## config.mk

```make
export PLATFORM = sky130hd
export DESIGN_NAME = axi_irq_ctrl_flat
export DESIGN_NICKNAME = d
export VERILOG_FILES = /design/src/rtl/axi_irq_ctrl_if.sv /design/src/rtl/axi_irq_ctrl.sv /design/src/flat_wrapper.sv
export SDC_FILE = /design/constraint.sdc
export NUM_CORES = 1
export LEC_CHECK = 0
export BUFFER_PORTS_ARGS = -buffer_cell sky130_fd_sc_hd__buf_2
export CAP_MARGIN = 25
export CORE_ASPECT_RATIO = 1.1
export CORE_MARGIN = 2
export CORE_UTILIZATION = 47
export CTS_CLUSTER_SIZE = 40
export DETAILED_ROUTE_END_ITERATION = 12
export PLACE_DENSITY = 0.9
export SLEW_MARGIN = 20
export SYNTH_ARGS = -nofsm -noshare
export SYNTH_HDL_FRONTEND = slang
export SYNTH_SLANG_ARGS = --single-unit
```

## constraint.sdc

```tcl
create_clock -name clk -period 1.7 [get_ports clk]
set_input_delay 0.255 -clock clk [delete_from_list [all_inputs] [get_ports clk]]
set_output_delay 0.255 -clock clk [all_outputs]
set_load 0.02 [all_outputs]
```

## src/rtl/axi_irq_ctrl_if.sv

```systemverilog
// AXI4-lite slave-side bus bundle for the interrupt aggregator.
// Signal names carry the i_/o_ direction as seen from the slave.
interface axi_irq_ctrl_if #(
  parameter int AXI_ADDR_BW_p = 12
);
  logic [AXI_ADDR_BW_p-1:0] i_axi_awaddr;
  logic                     i_axi_awvalid;
  logic [31:0]              i_axi_wdata;
  logic                     i_axi_wvalid;
  logic                     i_axi_bready;
  logic [AXI_ADDR_BW_p-1:0] i_axi_araddr;
  logic                     i_axi_arvalid;
  logic                     i_axi_rready;
  logic                     o_axi_awready;
  logic                     o_axi_wready;
  logic [1:0]               o_axi_bresp;
  logic                     o_axi_bvalid;
  logic                     o_axi_arready;
  logic [31:0]              o_axi_rdata;
  logic [1:0]               o_axi_rresp;
  logic                     o_axi_rvalid;

  modport slave (
    input  i_axi_awaddr, i_axi_awvalid, i_axi_wdata, i_axi_wvalid, i_axi_bready,
    input  i_axi_araddr, i_axi_arvalid, i_axi_rready,
    output o_axi_awready, o_axi_wready, o_axi_bresp, o_axi_bvalid,
    output o_axi_arready, o_axi_rdata, o_axi_rresp, o_axi_rvalid
  );

  modport master (
    output i_axi_awaddr, i_axi_awvalid, i_axi_wdata, i_axi_wvalid, i_axi_bready,
    output i_axi_araddr, i_axi_arvalid, i_axi_rready,
    input  o_axi_awready, o_axi_wready, o_axi_bresp, o_axi_bvalid,
    input  o_axi_arready, o_axi_rdata, o_axi_rresp, o_axi_rvalid
  );
endinterface

```

## src/rtl/axi_irq_ctrl.sv

```systemverilog
// AXI4-lite interrupt aggregator: per-source edge/level qualify, pending latch,
// enable mask, one registered irq to the CPU. Map: PENDING/ENABLE/EDGE/ACTIVE.

module axi_irq_ctrl_src (
  input  logic clk,
  input  logic rst_n,
  input  logic src,
  input  logic en_we,
  input  logic edge_we,
  input  logic w1c,
  input  logic wbit,
  output logic pend,
  output logic en,
  output logic edge_mode
);
  logic src_q, src_qq, set;

  assign set = edge_mode ? (src_q & ~src_qq) : src_q;

  // set wins over a same-cycle W1C so an event arriving with the clear is kept
  always_ff @(posedge clk or negedge rst_n) begin
    if (!rst_n) begin
      src_q     <= 1'b0;
      src_qq    <= 1'b0;
      pend      <= 1'b0;
      en        <= 1'b0;
      edge_mode <= 1'b0;
    end else begin
      src_q  <= src;
      src_qq <= src_q;
      pend   <= (pend & ~w1c) | set;
      if (en_we)   en        <= wbit;
      if (edge_we) edge_mode <= wbit;
    end
  end
endmodule

module axi_irq_ctrl #(
  parameter int AXI_ADDR_BW_p = 12,
  parameter int IRQ_NBR_p     = 8
) (
  input  logic                 clk,
  input  logic                 rst_n,
  axi_irq_ctrl_if.slave        axi,
  input  logic [IRQ_NBR_p-1:0] i_irq_src,
  output logic                 o_irq
);
  localparam int IDX_W = AXI_ADDR_BW_p - 2;

  logic [IDX_W-1:0]     aw_idx, ar_idx;
  logic                 wr_acc, rd_acc, wr_ok;
  logic                 wr_pend, wr_en, wr_edge;
  logic [IRQ_NBR_p-1:0] wbits, pend_v, en_v, edge_v;
  logic                 bvalid_q, rvalid_q;
  logic [1:0]           bresp_q, rresp_q, rd_resp;
  logic [31:0]          rdata_q, rd_data;
  logic                 unused;

  assign aw_idx  = axi.i_axi_awaddr[AXI_ADDR_BW_p-1:2];
  assign ar_idx  = axi.i_axi_araddr[AXI_ADDR_BW_p-1:2];
  assign wbits   = axi.i_axi_wdata[IRQ_NBR_p-1:0];
  assign unused  = ^{axi.i_axi_wdata, axi.i_axi_awaddr[1:0], axi.i_axi_araddr[1:0]};

  // ready is a same-cycle grant: both channels must be presented together
  assign wr_acc  = axi.i_axi_awvalid & axi.i_axi_wvalid & ~bvalid_q;
  assign rd_acc  = axi.i_axi_arvalid & ~rvalid_q;
  assign wr_ok   = aw_idx < IDX_W'(3);
  assign wr_pend = wr_acc && aw_idx == IDX_W'(0);
  assign wr_en   = wr_acc && aw_idx == IDX_W'(1);
  assign wr_edge = wr_acc && aw_idx == IDX_W'(2);

  for (genvar g = 0; g < IRQ_NBR_p; g++) begin : g_src
    axi_irq_ctrl_src u_src (
      .clk       (clk),
      .rst_n     (rst_n),
      .src       (i_irq_src[g]),
      .en_we     (wr_en),
      .edge_we   (wr_edge),
      .w1c       (wr_pend & wbits[g]),
      .wbit      (wbits[g]),
      .pend      (pend_v[g]),
      .en        (en_v[g]),
      .edge_mode (edge_v[g])
    );
  end

  always_comb begin
    rd_data = '0;
    rd_resp = 2'b00;
    case (ar_idx)
      IDX_W'(0): rd_data = 32'(pend_v);
      IDX_W'(1): rd_data = 32'(en_v);
      IDX_W'(2): rd_data = 32'(edge_v);
      IDX_W'(3): rd_data = 32'(pend_v & en_v);
      default:   rd_resp = 2'b10;
    endcase
  end

  always_ff @(posedge clk or negedge rst_n) begin
    if (!rst_n) begin
      bvalid_q <= 1'b0;
      bresp_q  <= 2'b00;
      rvalid_q <= 1'b0;
      rresp_q  <= 2'b00;
      rdata_q  <= '0;
      o_irq    <= 1'b0;
    end else begin
      if (wr_acc) begin
        bvalid_q <= 1'b1;
        bresp_q  <= wr_ok ? 2'b00 : 2'b10;
      end else if (axi.i_axi_bready) begin
        bvalid_q <= 1'b0;
      end
      if (rd_acc) begin
        rvalid_q <= 1'b1;
        rdata_q  <= rd_data;
        rresp_q  <= rd_resp;
      end else if (axi.i_axi_rready) begin
        rvalid_q <= 1'b0;
      end
      o_irq <= |(pend_v & en_v);
    end
  end

  assign axi.o_axi_awready = wr_acc;
  assign axi.o_axi_wready  = wr_acc;
  assign axi.o_axi_bvalid  = bvalid_q;
  assign axi.o_axi_bresp   = bresp_q;
  assign axi.o_axi_arready = rd_acc;
  assign axi.o_axi_rvalid  = rvalid_q;
  assign axi.o_axi_rdata   = rdata_q;
  assign axi.o_axi_rresp   = rresp_q;
endmodule
```

## src/flat_wrapper.sv

```systemverilog
// flat-port wrapper written by rule: the top's interface ports become plain ports
module axi_irq_ctrl_flat 
#(
  parameter int AXI_ADDR_BW_p = 12,
  parameter int IRQ_NBR_p     = 8
)
  (clk, rst_n, i_irq_src, o_irq, axi_i_axi_awaddr, axi_i_axi_awvalid, axi_i_axi_wdata, axi_i_axi_wvalid, axi_i_axi_bready, axi_i_axi_araddr, axi_i_axi_arvalid, axi_i_axi_rready, axi_o_axi_awready, axi_o_axi_wready, axi_o_axi_bresp, axi_o_axi_bvalid, axi_o_axi_arready, axi_o_axi_rdata, axi_o_axi_rresp, axi_o_axi_rvalid);
  axi_irq_ctrl_if #(.AXI_ADDR_BW_p(AXI_ADDR_BW_p)) axi_i ();
  input  logic clk;
  input  logic rst_n;
  input  logic [IRQ_NBR_p-1:0] i_irq_src;
  output logic o_irq;
  input wire logic [$bits(axi_i.i_axi_awaddr)-1:0] axi_i_axi_awaddr;
  input wire logic [$bits(axi_i.i_axi_awvalid)-1:0] axi_i_axi_awvalid;
  input wire logic [$bits(axi_i.i_axi_wdata)-1:0] axi_i_axi_wdata;
  input wire logic [$bits(axi_i.i_axi_wvalid)-1:0] axi_i_axi_wvalid;
  input wire logic [$bits(axi_i.i_axi_bready)-1:0] axi_i_axi_bready;
  input wire logic [$bits(axi_i.i_axi_araddr)-1:0] axi_i_axi_araddr;
  input wire logic [$bits(axi_i.i_axi_arvalid)-1:0] axi_i_axi_arvalid;
  input wire logic [$bits(axi_i.i_axi_rready)-1:0] axi_i_axi_rready;
  output wire logic [$bits(axi_i.o_axi_awready)-1:0] axi_o_axi_awready;
  output wire logic [$bits(axi_i.o_axi_wready)-1:0] axi_o_axi_wready;
  output wire logic [$bits(axi_i.o_axi_bresp)-1:0] axi_o_axi_bresp;
  output wire logic [$bits(axi_i.o_axi_bvalid)-1:0] axi_o_axi_bvalid;
  output wire logic [$bits(axi_i.o_axi_arready)-1:0] axi_o_axi_arready;
  output wire logic [$bits(axi_i.o_axi_rdata)-1:0] axi_o_axi_rdata;
  output wire logic [$bits(axi_i.o_axi_rresp)-1:0] axi_o_axi_rresp;
  output wire logic [$bits(axi_i.o_axi_rvalid)-1:0] axi_o_axi_rvalid;
  assign axi_i.i_axi_awaddr = axi_i_axi_awaddr;
  assign axi_i.i_axi_awvalid = axi_i_axi_awvalid;
  assign axi_i.i_axi_wdata = axi_i_axi_wdata;
  assign axi_i.i_axi_wvalid = axi_i_axi_wvalid;
  assign axi_i.i_axi_bready = axi_i_axi_bready;
  assign axi_i.i_axi_araddr = axi_i_axi_araddr;
  assign axi_i.i_axi_arvalid = axi_i_axi_arvalid;
  assign axi_i.i_axi_rready = axi_i_axi_rready;
  assign axi_o_axi_awready = axi_i.o_axi_awready;
  assign axi_o_axi_wready = axi_i.o_axi_wready;
  assign axi_o_axi_bresp = axi_i.o_axi_bresp;
  assign axi_o_axi_bvalid = axi_i.o_axi_bvalid;
  assign axi_o_axi_arready = axi_i.o_axi_arready;
  assign axi_o_axi_rdata = axi_i.o_axi_rdata;
  assign axi_o_axi_rresp = axi_i.o_axi_rresp;
  assign axi_o_axi_rvalid = axi_i.o_axi_rvalid;
  axi_irq_ctrl #(.AXI_ADDR_BW_p(AXI_ADDR_BW_p), .IRQ_NBR_p(IRQ_NBR_p)) u_core (.clk(clk), .rst_n(rst_n), .axi(axi_i), .i_irq_src(i_irq_src), .o_irq(o_irq));
endmodule
```

# Word-level counts from Yosys, hierarchy flattened
# Index checks and enable logic that the tools add are counted.
# W data, S select, Z words.
# word_totals
ff_bits	79
latch_bits	0
mem_bits_rw	0
rom_bits	0
in_bits	71
out_inout_bits	42
elab_cells	131
memories	0
# classes
addsub	0
mul	0
div	0
order_cmp	1
n_eq_ne	5
n_shift	0
n_mux	15
bitwise_logic	55
n_reduce_logical	9
# ops
cell	n
$pmux W32 S4	1
$eq A10 B2 Y1 const B	3
$and A1 B1 Y1	27
$eq A10 B1 Y1 const B	2
$logic_not A10 Y1	2
$not A1 Y1	18
$and A8 B8 Y8	2
$mux W1	12
$lt A10 B2 Y1 const B	1
$or A1 B1 Y1	8
$reduce_or A8 Y1	1
$mux W2	2
$reduce_bool A2 Y1	2
$reduce_or A4 Y1	1
$logic_and A1 B1 Y1	3

# Longest topological paths before layout
# Gate-level depths: netlist of the first run.
# logic_depth
word_depth	7
ltp_mapped	5
mapped_depth_nobuf	4

# Modules after synthesis
# From an unflattened synthesis of the first run, not the netlist that was laid out.
# hier_totals
hier_cells	208
hier_area_um2	2508.7
# by_module_without_submodules
module	n_inst	cells_each	area_each_um2	seq_area_each_um2
axi_irq_ctrl_src	8	10	167.7	125.1
axi_irq_ctrl	1	128	1167.4	325.3

# Worst setup path after synthesis of the first run
# Ideal clock, no wire load.
# synth_path
path_kind	register to register
start	register u_core.rvalid_q (netlist: u_core.axi.o_axi_rvalid)
end	register u_core.rdata_q[0] (netlist: u_core.axi.o_axi_rdata[0])
setup_ps	96
arrival_ps	1434
required_time_ps	1604
path_slack_ps	170
stages_incl_launch_ff	6
synth_period_minus_slack_ps	1530
path_cell_list	dfrtp_1 nand2b_1 buf_2 inv_1 nand3_1 o31ai_1
# synth_between
elab_chain_cells	2
# synth_rtl
item	line	rtl
start: declaration	axi_irq_ctrl.sv:54	logic bvalid_q, rvalid_q;
start signal: assignment	axi_irq_ctrl.sv:103	rvalid_q <= 1'b0;
start signal: assignment	axi_irq_ctrl.sv:115	rvalid_q <= 1'b1;
start signal: assignment	axi_irq_ctrl.sv:119	rvalid_q <= 1'b0;
$not A1 Y1	axi_irq_ctrl.sv:66	assign rd_acc = axi.i_axi_arvalid & ~rvalid_q;
$and A1 B1 Y1	axi_irq_ctrl.sv:66	
named net axi_o_axi_arready	flat_wrapper.sv:25	output wire logic [$bits(axi_i.o_axi_arready)-1:0] axi_o_axi_arready;
end signal: assignment	axi_irq_ctrl.sv:116	rdata_q <= rd_data;
end: declaration	axi_irq_ctrl.sv:56	logic [31:0] rdata_q, rd_data;
# The timed path passes the listed nets, and every way through them passes these cells.
# A chain may end at the register's enable or synchronous reset.

# Worst setup path in the final report of the first run
# layout_path
start	register u_core.bvalid_q (netlist: u_core.axi.o_axi_bvalid)
end	output axi_o_axi_wready
# layout_between
elab_chain_cells	2
# layout_rtl
item	line	rtl
start: declaration	axi_irq_ctrl.sv:54	
start signal: assignment	axi_irq_ctrl.sv:101	bvalid_q <= 1'b0;
start signal: assignment	axi_irq_ctrl.sv:109	bvalid_q <= 1'b1;
start signal: assignment	axi_irq_ctrl.sv:112	bvalid_q <= 1'b0;
$not A1 Y1	axi_irq_ctrl.sv:65	assign wr_acc = axi.i_axi_awvalid & axi.i_axi_wvalid & ~bvalid_q;
$and A1 B1 Y1	axi_irq_ctrl.sv:65	
end: declaration	flat_wrapper.sv:22	output wire logic [$bits(axi_i.o_axi_wready)-1:0] axi_o_axi_wready;
# Every way passes these cells.

==> results of run 1 <==
per-layer routing:
layer | share of wire | GRT usage
met3 | 0.061 | 0.0442
met5 | 0 | 0
met1 | 0.38 | 0.163
met4 | 0.018 | 0.0667
met2 | 0.54 | 0.321
worst max-delay path, cell delays in order (launching register included):
cell     delay [ns]
dfrtp_1        0.40
and3b_2        0.32
buf_4          0.16
buf_2          0.16
final cells by class:
type	count	area [um^2]	area share
sequential	53	1330	0.468
multi-input combinational	146	987	0.348
timing repair buffer	62	335	0.118
clock buffer	7	96.3	0.0340
tap	58	72.6	0.0256
inverter	3	11.3	0.00397
clock inverter	1	5.00	0.00177
registers in the layout, summed over array words and instances (netlist names):
register / flops
u_core.axi.o_axi_rdata: 8
u_core.axi.o_axi_rvalid: 1
u_core.axi.o_axi_rresp: 1
u_core.o_irq: 1
u_core.g_src.u_src.src_qq: 8
u_core.g_src.u_src.pend: 8
u_core.axi.o_axi_bresp: 1
u_core.axi.o_axi_bvalid: 1
u_core.g_src.u_src.edge_mode: 8
u_core.g_src.u_src.src_q: 8
u_core.g_src.u_src.en: 8
cells in the mapped netlist:
library cell	n
nand4_4	2
conb_1	1
o21ai_0	1
inv_1	3
and3b_1	1
nor4_1	2
a21o_1	1
nand2_1	9
nand2b_1	9
buf_4	27
nor4_4	2
a22oi_1	4
a211oi_1	8
nor2b_1	18
nand3_1	1
clkbuf_1	3
nor2_1	9
buf_2	3
nand4_1	2
o31ai_1	8
and4_2	1
mux2_2	16
o21a_1	2
a21boi_0	16
a21oi_1	8
dfrtp_1	53
path summary, 6_finish.rpt:
kind,from,end,slack [ns],depth (start not counted)
setup reg to reg,u_core.axi.o_axi_bvalid,u_core.g_src[1].u_src.en,0.31,3
hold reg to reg,u_core.g_src[2].u_src.src_q,u_core.g_src[2].u_src.src_qq,0.37,0
hold / removal,i_irq_src[7],u_core.g_src[7].u_src.src_q,0.05,1
max in group asynchronous,rst_n,u_core.g_src[5].u_src.src_q,0.99,3
setup / recovery,u_core.axi.o_axi_bvalid,axi_o_axi_wready,0.10,3
min in group asynchronous,rst_n,u_core.g_src[1].u_src.src_q,0.47,3
metrics by stage:
stage	power [mW]	hold WS, ns	cell area (um^2)	instances	util
2_1_floorplan	1.52	-0.0406	2550	235	-
3_3_place_gp	1.58	0.265	2720	321	0.541
3_5_place_dp	1.59	0.272	2720	321	0.541
6_report	2.32	0.0495	2830	330	0.563
4_1_cts	2.35	0.0434	2830	330	0.563
5_1_grt	2.43	0.0312	2830	330	0.563
power by group:
group / switching, mW / internal [mW]
registers: 0.0126 / 1.29
logic: 0.172 / 0.0888
clock network: 0.388 / 0.368
cells by family (layout without fill, tap and decap cells):
group,after synthesis,count (layout),share of synthesized area
buffers and inverters,36,73,0.0977
AND/OR/NAND/NOR,56,56,0.151
flip-flops,53,53,0.539
multiplexers,16,16,0.0733
other,1,26,0.00153
AO/OA/AOI/OAI,48,48,0.137
what timing repair did:
| item | CTS | global route |
|---|---|---|
| resized for setup | 0 | 1 |
| endpoints found under the hold margin | 53 | 0 |
| setup buffers | 0 | 0 |
| setup endpoints to repair | 0 | 2 |
| hold buffers | 1 | 0 |
==> results.txt, run 1 <==
status: completed
Die Y: 79.9 um
synthesis-to-layout area growth: 15.3%
layout cell share with drive strength beyond 1: 0.335
area of the die: 5830 um^2
vias in the first global route: 1738
Pleak: 1.37 nW
worst vdd ir: 0.647 mV
final wirelength: 4510 um
unrepaired setup endpoints after global routing: false
Tightest Hold Check Type: in -> reg
Tmin final: 1.60 ns
clock skew: 0.00911 ns
FP Rows: 27
Port Buffer Count: 58
Synth area leaders: dfrtp_1, buf_4, mux2_2
Starting Density: 0.488
Pwr per Cell Area: 818 nW/um^2
nets: 342
clk sinks: 53
Place WS: 0.101 ns
I/O Pins: 113
Ant. Diodes: 0
Synth warnings: 0
clock root buffer: clkbuf_8
Worst-path clk slew: 0.09 ns
final worst-path cycle share: 0.939
fmax: 627 MHz
Critical Setup Path Class: reg -> out
post-synth top area cell: dfrtp_1
Slew Limit Fails: 0
Vias/cell: 5.13
Core Area: 5030 um^2
cells after synthesis: 210
flops & latches, synth: 53
FILL cells: 423
CTS max path bufs: 2
antenna violations before repair: 0
clk_lat worst skew: 0.30 ns
first-pass GRT wire length: 7310 um
Pre-Repair DR Iteration Count: 4
CP startpoint kind: register
chip width: 73.0 um
share of the synthesized area in the top cell type: 0.539
crit path capture type: output port
CTS buffer count: 5
register area share after synthesis: 0.539
mapped cell area: 2460 um^2
most frequent cells in the layout: buf_2, dfrtp_1, conb_1
H-tree levels: 2
commonest non-fill, non-tap cell in the layout: buf_2
TritonCTS clock tree: yes
final setup margin: 0.104 ns
post-synth cell types: 26
Fin. Hold Viols: 0
GRT Total Usage: 0.166
Avg Cell Area, Syn: 11.7 um^2
DRC Markers: 0
Antenna Nets Post-Route: 0
initial DRC count: 88
Worst Path Max Fanout: 5
gpl congestion: 0.740
GRT overflow: 0
Final HPWL DP: 3330 um
WP data required: 1.44 ns
via count: 1693
largest net degree at the start of global routing: 54
endpoints failing setup: 0
crit path DAT: 1.34 ns
max-cap viol count: 0
WL/cell: 13.7 um
Final TNS setup: 0 ns
Note: power is estimated with default switching activity, not from simulation.
==> run 2, diff against run 1 <==
CELL_PAD_IN_SITES_DETAIL_PLACEMENT = 2   (was default)
CELL_PAD_IN_SITES_GLOBAL_PLACEMENT = 2   (was default)
CORE_UTILIZATION = 28   (was 47)
PLACE_DENSITY = 0.81   (was 0.9)
==> run 2 against run 1 <==
  * Utilization fell by 22 points
  * Critical path depth did not move
  * Power down 0.43%
  * Clock-buffer cell count down 1
  * Final cell count grew 16%
  * Maximum frequency decreased by 0.44%
  * Clock skew shrank 0.0037 ns
  * Hold slack barely moved
  * Cell area is 2.5% higher
  * Sequential power about the same
  * Critical endpoint is now axi_o_axi_awready
  * Largest power group unchanged
  * Highest routed layer unchanged
==> results.txt, run 2 (synthesis gave the netlist of run 1 again) <==
status: completed
Pre-Repair DR Iteration Count: 4 (unchanged)
clock skew: 0.00543 ns (-0.00368 ns)
Final HPWL DP: 4370 um (+31%)
WP data required: 1.44 ns (about the same)
Worst Setup SP: u_core.axi.o_axi_bvalid
unrepaired setup endpoints after global routing: false
Pleak: 1.37 nW (-0.10%)
CP endpoint: axi_o_axi_awready
CP startpoint kind: register
clk_lat worst skew: 0.30 ns (about the same)
layout cell share with drive strength beyond 1: 0.337 (+0.00244)
final setup margin: 0.0969 ns (-0.00700 ns)
crit path DAT: 1.35 ns (about the same)
busiest layer in global routing: met2
I/O Pins: 113 (unchanged)
via count: 1755 (+3.7%)
FILL cells: 926 (+120%)
antenna violations before repair: 0 (unchanged)
first-pass GRT wire length: 9690 um (+33%)
footprint of the multi-input gates: 987 um^2 (unchanged)
worst vdd ir: 0.374 mV (-42%)
GRT overflow: 0 (unchanged)
GR Util met3: 0.0361 (-0.00806)
Finished Layout Cells: 384 (+16%)
FP Rows: 35 (+30%)
clk sinks: 53 (unchanged)
Tightest Hold Check Type: in -> reg
clock root buffer: clkbuf_8
FF-to-FF Start: u_core.axi.o_axi_bvalid
area of the die: 9550 um^2 (+64%)
Final TNS setup: 0 ns (unchanged)
Vias/cell: 4.57 (-11%)
Die Y: 102 um (+28%)
Tmin final: 1.60 ns (+0.00700 ns)
CTS buffer count: 5 (unchanged)
CP max stage delay: 0.40 ns (about the same)
dpl cells: 376 (+17%)
Worst Path Max Fanout: 5 (unchanged)
max-cap viol count: 0 (unchanged)
Final Core Density: 0.344 (-0.219)
crit path capture type: output port
chip width: 93.3 um (+28%)
M2 GR Usage: 0.233 (-0.0879)
vias in the first global route: 1896 (+9.1%)
most frequent cells in the layout: buf_2, dfrtp_1, conb_1
largest net degree at the start of global routing: 54 (unchanged)
CTS max path bufs: 2 (unchanged)
commonest non-fill, non-tap cell in the layout: buf_2
final worst-path cycle share: 0.943 (+0.00412)
CP Cell Sequence: and3b_2, buf_4, buf_2
final wirelength: 5900 um (+31%)
Worst-path clk slew: 0.10 ns (about the same)
initial DRC count: 50 (-43%)
Critical Setup Path Class: reg -> out
DRC Markers: 0 (unchanged)
Fin. Hold Viols: 0 (unchanged)
TritonCTS clock tree: yes
Starting Density: 0.291 (-0.198)
Reg2Reg Setup Slack: 0.27 ns (-0.04 ns)
Total Power: 2.31 mW (-0.43%)
met1 usage: 0.162 (-0.00140)
fmax: 624 MHz (-0.44%)
synthesis-to-layout area growth: 18.1%
R2R cell count: 3 (unchanged)
H-tree levels: 2 (unchanged)
Place WS: 0.0914 ns (-0.00967 ns)
Reg area: 1330 um^2 (unchanged)
CP max stage cell: dfrtp_1
gpl congestion: 0.699 (-5.5%)
GRT Total Usage: 0.132 (-0.0336)
Antenna Nets Post-Route: 0 (unchanged)
Core Area: 8450 um^2 (+68%)
Port Buffer Count: 58 (unchanged)
worst reg2reg endpoint: u_core.g_src[6].u_src.edge_mode
Ant. Diodes: 0 (unchanged)
Slew Limit Fails: 0 (unchanged)
Pwr per Cell Area: 795 nW/um^2 (-2.8%)
# Post-CTS Setup Buffers: 0 (unchanged)
WL/cell: 15.4 um (+12%)
endpoints failing setup: 0 (unchanged)
nets: 344 (+0.58%)
[run 2: changes by cell type in the layout (fill, tap and decap cells not counted), sizes merged]
cell,change
clkinvlp,+1
buf,+2
clkbuf,-1
clkinv,-1
[run 2: worst min-delay path by stage]
stage / startpoint / slack, ns / cells after the start / endpoint
6_report: i_irq_src[2] / 0.05 / 1 / u_core.g_src[2].u_src.src_q
3_3_place_gp: rst_n / 0.28 / 2 / u_core.axi.o_axi_rvalid
4_1_cts: i_irq_src[5] / 0.04 / 1 / u_core.g_src[5].u_src.src_q
3_5_place_dp: rst_n / 0.28 / 2 / u_core.g_src[2].u_src.pend
5_1_grt: i_irq_src[3] / 0.02 / 1 / u_core.g_src[3].u_src.src_q
2_1_floorplan: rst_n / -0.04 / 0 / u_core.axi.o_axi_bresp[1]
[run 2: where the power goes]
part / leakage (nW) / internal [mW] / total, mW / switching, mW
registers: 0.648 / 1.29 / 1.30 / 0.0127
logic: 0.681 / 0.0897 / 0.271 / 0.181
clock network: 0.0433 / 0.323 / 0.737 / 0.414
total: 1.37 / 1.70 / 2.31 / 0.608
[run 2: area by class of cell]
cell class                 count  area share
clock buffer                   6      0.0284
sequential                    53       0.457
inverter                       3     0.00388
timing repair buffer          64       0.121
clock inverter                 1     0.00259
multi-input combinational    146       0.340
tap                          111      0.0478
[run 2: stage by stage]
stage	hold WS [ns]	instance area (um^2)
final	0.0500	2900
after global routing	0.0201	2900
after CTS	0.0394	2900
after detailed placement	0.280	2800
after global placement	0.278	2800
after floorplan	-0.0406	2550
[run 2: repair_timing]
| item | 4_1_cts | 5_1_grt |
|---|---|---|
| hold endpoints to repair | 53 | 0 |
| resized for setup | 1 | 0 |
| hold buffers | 1 | 0 |
| endpoints found under the setup margin | 2 | 0 |
[run 2: worst max-delay path: cells and delay by family (launching register included)]
kind | cells | cell delay, ns
and+or+nand+nor | 1 | 0.34
DFF | 1 | 0.40
buffers and inverters | 2 | 0.31
[run 2: metal layers]
metal | routed length [um] | up-vias
li1 | - | 799
met1 | 2390 | 891
met2 | 3050 | 60
met3 | 413 | 5
met4 | 46 | 0
met5 | 0 | -
==> run 3, diff against run 2 <==
CELL_PAD_IN_SITES_DETAIL_PLACEMENT = default   (was 2)
CELL_PAD_IN_SITES_GLOBAL_PLACEMENT = default   (was 2)
CORE_UTILIZATION = 47   (was 28)
GPL_TIMING_DRIVEN = 0   (was default)
PLACE_DENSITY = 0.82   (was 0.81)
==> run 3 against run 2 <==
  * The flow now finishes with violations (hold timing)
  * Critical path type unchanged
  * Combinational power is 14% higher
  * Largest power group unchanged
  * Register-to-register slack worse by 0.02 ns
  * Via count is 1.5% higher
  * Clock-buffer cell count is 1 lower
  * Hold slack worse by 0.069 ns
  * Die area is 39% lower
  * Cell area is 3.3% higher
  * Utilization is 25 points higher
  * First-iteration DRC count is 78% higher
  * Worst setup slack hardly changed
==> results.txt, run 3 (synthesis gave the netlist of run 1 again) <==
CP max stage cell: dfrtp_1
Antenna Nets Post-Route: 0 (unchanged)
WP data required: 1.44 ns (about the same)
Pre-Repair DR Iteration Count: 4 (unchanged)
Pwr per Cell Area: 752 nW/um^2 (-5.4%)
CP endpoint: axi_o_axi_wready
fmax: 624 MHz (about the same)
clk_lat worst skew: 0.30 ns (about the same)
antenna violations before repair: 0 (unchanged)
Worst Path Max Fanout: 8 (+3)
Die Y: 79.9 um (-22%)
max_slew headroom: 0.569
chip width: 73.0 um (-22%)
unrepaired setup endpoints after global routing: false
CP max stage delay: 0.39 ns (about the same)
layout cell share with drive strength beyond 1: 0.388 (+0.0510)
CP top delay family: buffers and inverters
Fin. Hold Viols: 51 (+51)
Critical Path Stages: 4 (+1)
CP Cell Sequence: and3b_1, clkbuf_4, buf_4, buf_2
Reg2Reg Setup Slack: 0.25 ns (-0.02 ns)
TritonCTS clock tree: yes
gpl congestion: 0.827 (+18%)
CTS buffer count: 5 (unchanged)
Clk pwr share: 0.287 (-0.032)
Int Pwr: 1.68 mW (-1.0%)
FF-to-FF Start: u_core.axi.o_axi_bvalid
endpoints failing setup: 0 (unchanged)
Port Buffer Count: 58 (unchanged)
Final TNS setup: 0 ns (unchanged)
clock skew: 0.00820 ns (+0.00277 ns)
Slew Limit Fails: 0 (unchanged)
first-pass GRT wire length: 7400 um (-24%)
combinational group share of total power: 0.136 (+0.019)
clock root buffer: clkbuf_8
CP bufs+invs: 3 (+1)
GRT Total Usage: 0.166 (+0.0331)
FP Rows: 27 (-23%)
final worst-path cycle share: 0.943 (about the same)
sequential power share: 0.577 (+0.013)
worst slew pin tran: 0.647 ns
# Post-CTS Setup Buffers: 0 (unchanged)
Vias/cell: 4.99 (+9.2%)
Ant. Diodes: 0 (unchanged)
WL/cell: 12.7 um (-17%)
violated checks: hold timing
largest net degree at the start of global routing: 54 (unchanged)
Worst Setup SP: u_core.axi.o_axi_bvalid
crit path capture type: output port
status: finished with violations
Final HPWL DP: 3430 um (-22%)
R2R cell count: 4 (+1)
Sw Share: 0.253 (-0.0101)
Critical Setup Path Class: reg -> out
area of the die: 5830 um^2 (-39%)
CTS max path bufs: 2 (unchanged)
max-cap viol count: 0 (unchanged)
Pleak: 1.50 nW (+9.4%)
Psw: 0.571 mW (-6.1%)
worst vdd ir: 0.486 mV (+30%)
commonest non-fill, non-tap cell in the layout: buf_2
vias in the first global route: 1679 (-11%)
DRC Markers: 0 (unchanged)
Core Area: 5030 um^2 (-40%)
Starting Density: 0.488 (+0.198)
I/O Pins: 113 (unchanged)
Total Power: 2.26 mW (-2.3%)
Worst-path clk slew: 0.09 ns (about the same)
initial DRC count: 89 (+78%)
nets: 371 (+7.8%)
Tmin final: 1.60 ns (+0.000165 ns)
H-tree levels: 2 (unchanged)
synthesis-to-layout area growth: 22.0%
most frequent cells in the layout: buf_2, dfrtp_1, buf_4
GRT overflow: 0 (unchanged)
crit path DAT: 1.35 ns (about the same)
CP startpoint kind: register
clk sinks: 53 (unchanged)
final wirelength: 4540 um (-23%)
Tightest Hold Check Type: in -> async
via count: 1781 (+1.5%)
worst reg2reg endpoint: u_core.g_src[5].u_src.edge_mode
final hold slack: -0.0192 ns (-0.0692 ns)
-- run 3: final cells by class --
class	count	area, um^2
Buffer	33	231
Clock buffer	5	68.8
Clock inverter	1	5.00
Fill cell	441	2030
Inverter	3	11.3
Multi-Input combinational cell	146	991
Sequential cell	53	1330
Tap cell	58	72.6
Timing Repair Buffer	58	293
-- run 3: through the flow --
step	cell area (um^2)	hold slack (ns)	setup slack [ns]	cells	util
floorplan	2550	-0.0406	0.170	235	-
global placement	2920	0.353	0.163	351	0.579
detailed placement	2920	0.328	0.117	351	0.580
CTS	2990	0.00152	0.0408	357	0.594
global route	3000	0.0185	0.0134	357	0.596
finish	3000	-0.0192	0.0967	357	0.596
-- run 3: worst min path at each step --
stage                                      from                         endpoint  slack, ns  cells past startpoint
floorplan                                 rst_n        u_core.axi.o_axi_bresp[1]      -0.04                      0
global placement    u_core.g_src[7].u_src.src_q     u_core.g_src[7].u_src.src_qq       0.35                      0
detailed placement                        rst_n  u_core.g_src[5].u_src.edge_mode       0.33                      1
CTS                                       rst_n  u_core.g_src[4].u_src.edge_mode      0.002                      1
global route                              rst_n  u_core.g_src[5].u_src.edge_mode       0.02                      1
finish                                    rst_n     u_core.g_src[6].u_src.src_qq      -0.02                      1
-- run 3: layer usage --
layer	routed length, um	global-route usage	part of all wire
met5	0	0	0
met4	49	0.0444	0.011
met3	346	0.0417	0.076
met2	2230	0.295	0.49
met1	1920	0.197	0.42
-- run 3: power by group through the flow --
stage / Combinational (mW) / Sequential [mW] / Clock, mW
floorplan: 0.181 / 1.33 / 0
global placement: 0.301 / 1.33 / 0
detailed placement: 0.307 / 1.33 / 0
CTS: 0.307 / 1.30 / 0.664
global route: 0.338 / 1.31 / 0.726
finish: 0.308 / 1.30 / 0.647
-- run 3: what timing repair did --
action	CTS	global route
hold buffers	0	0
gates resized for setup	0	2
setup endpoints to repair	0	2
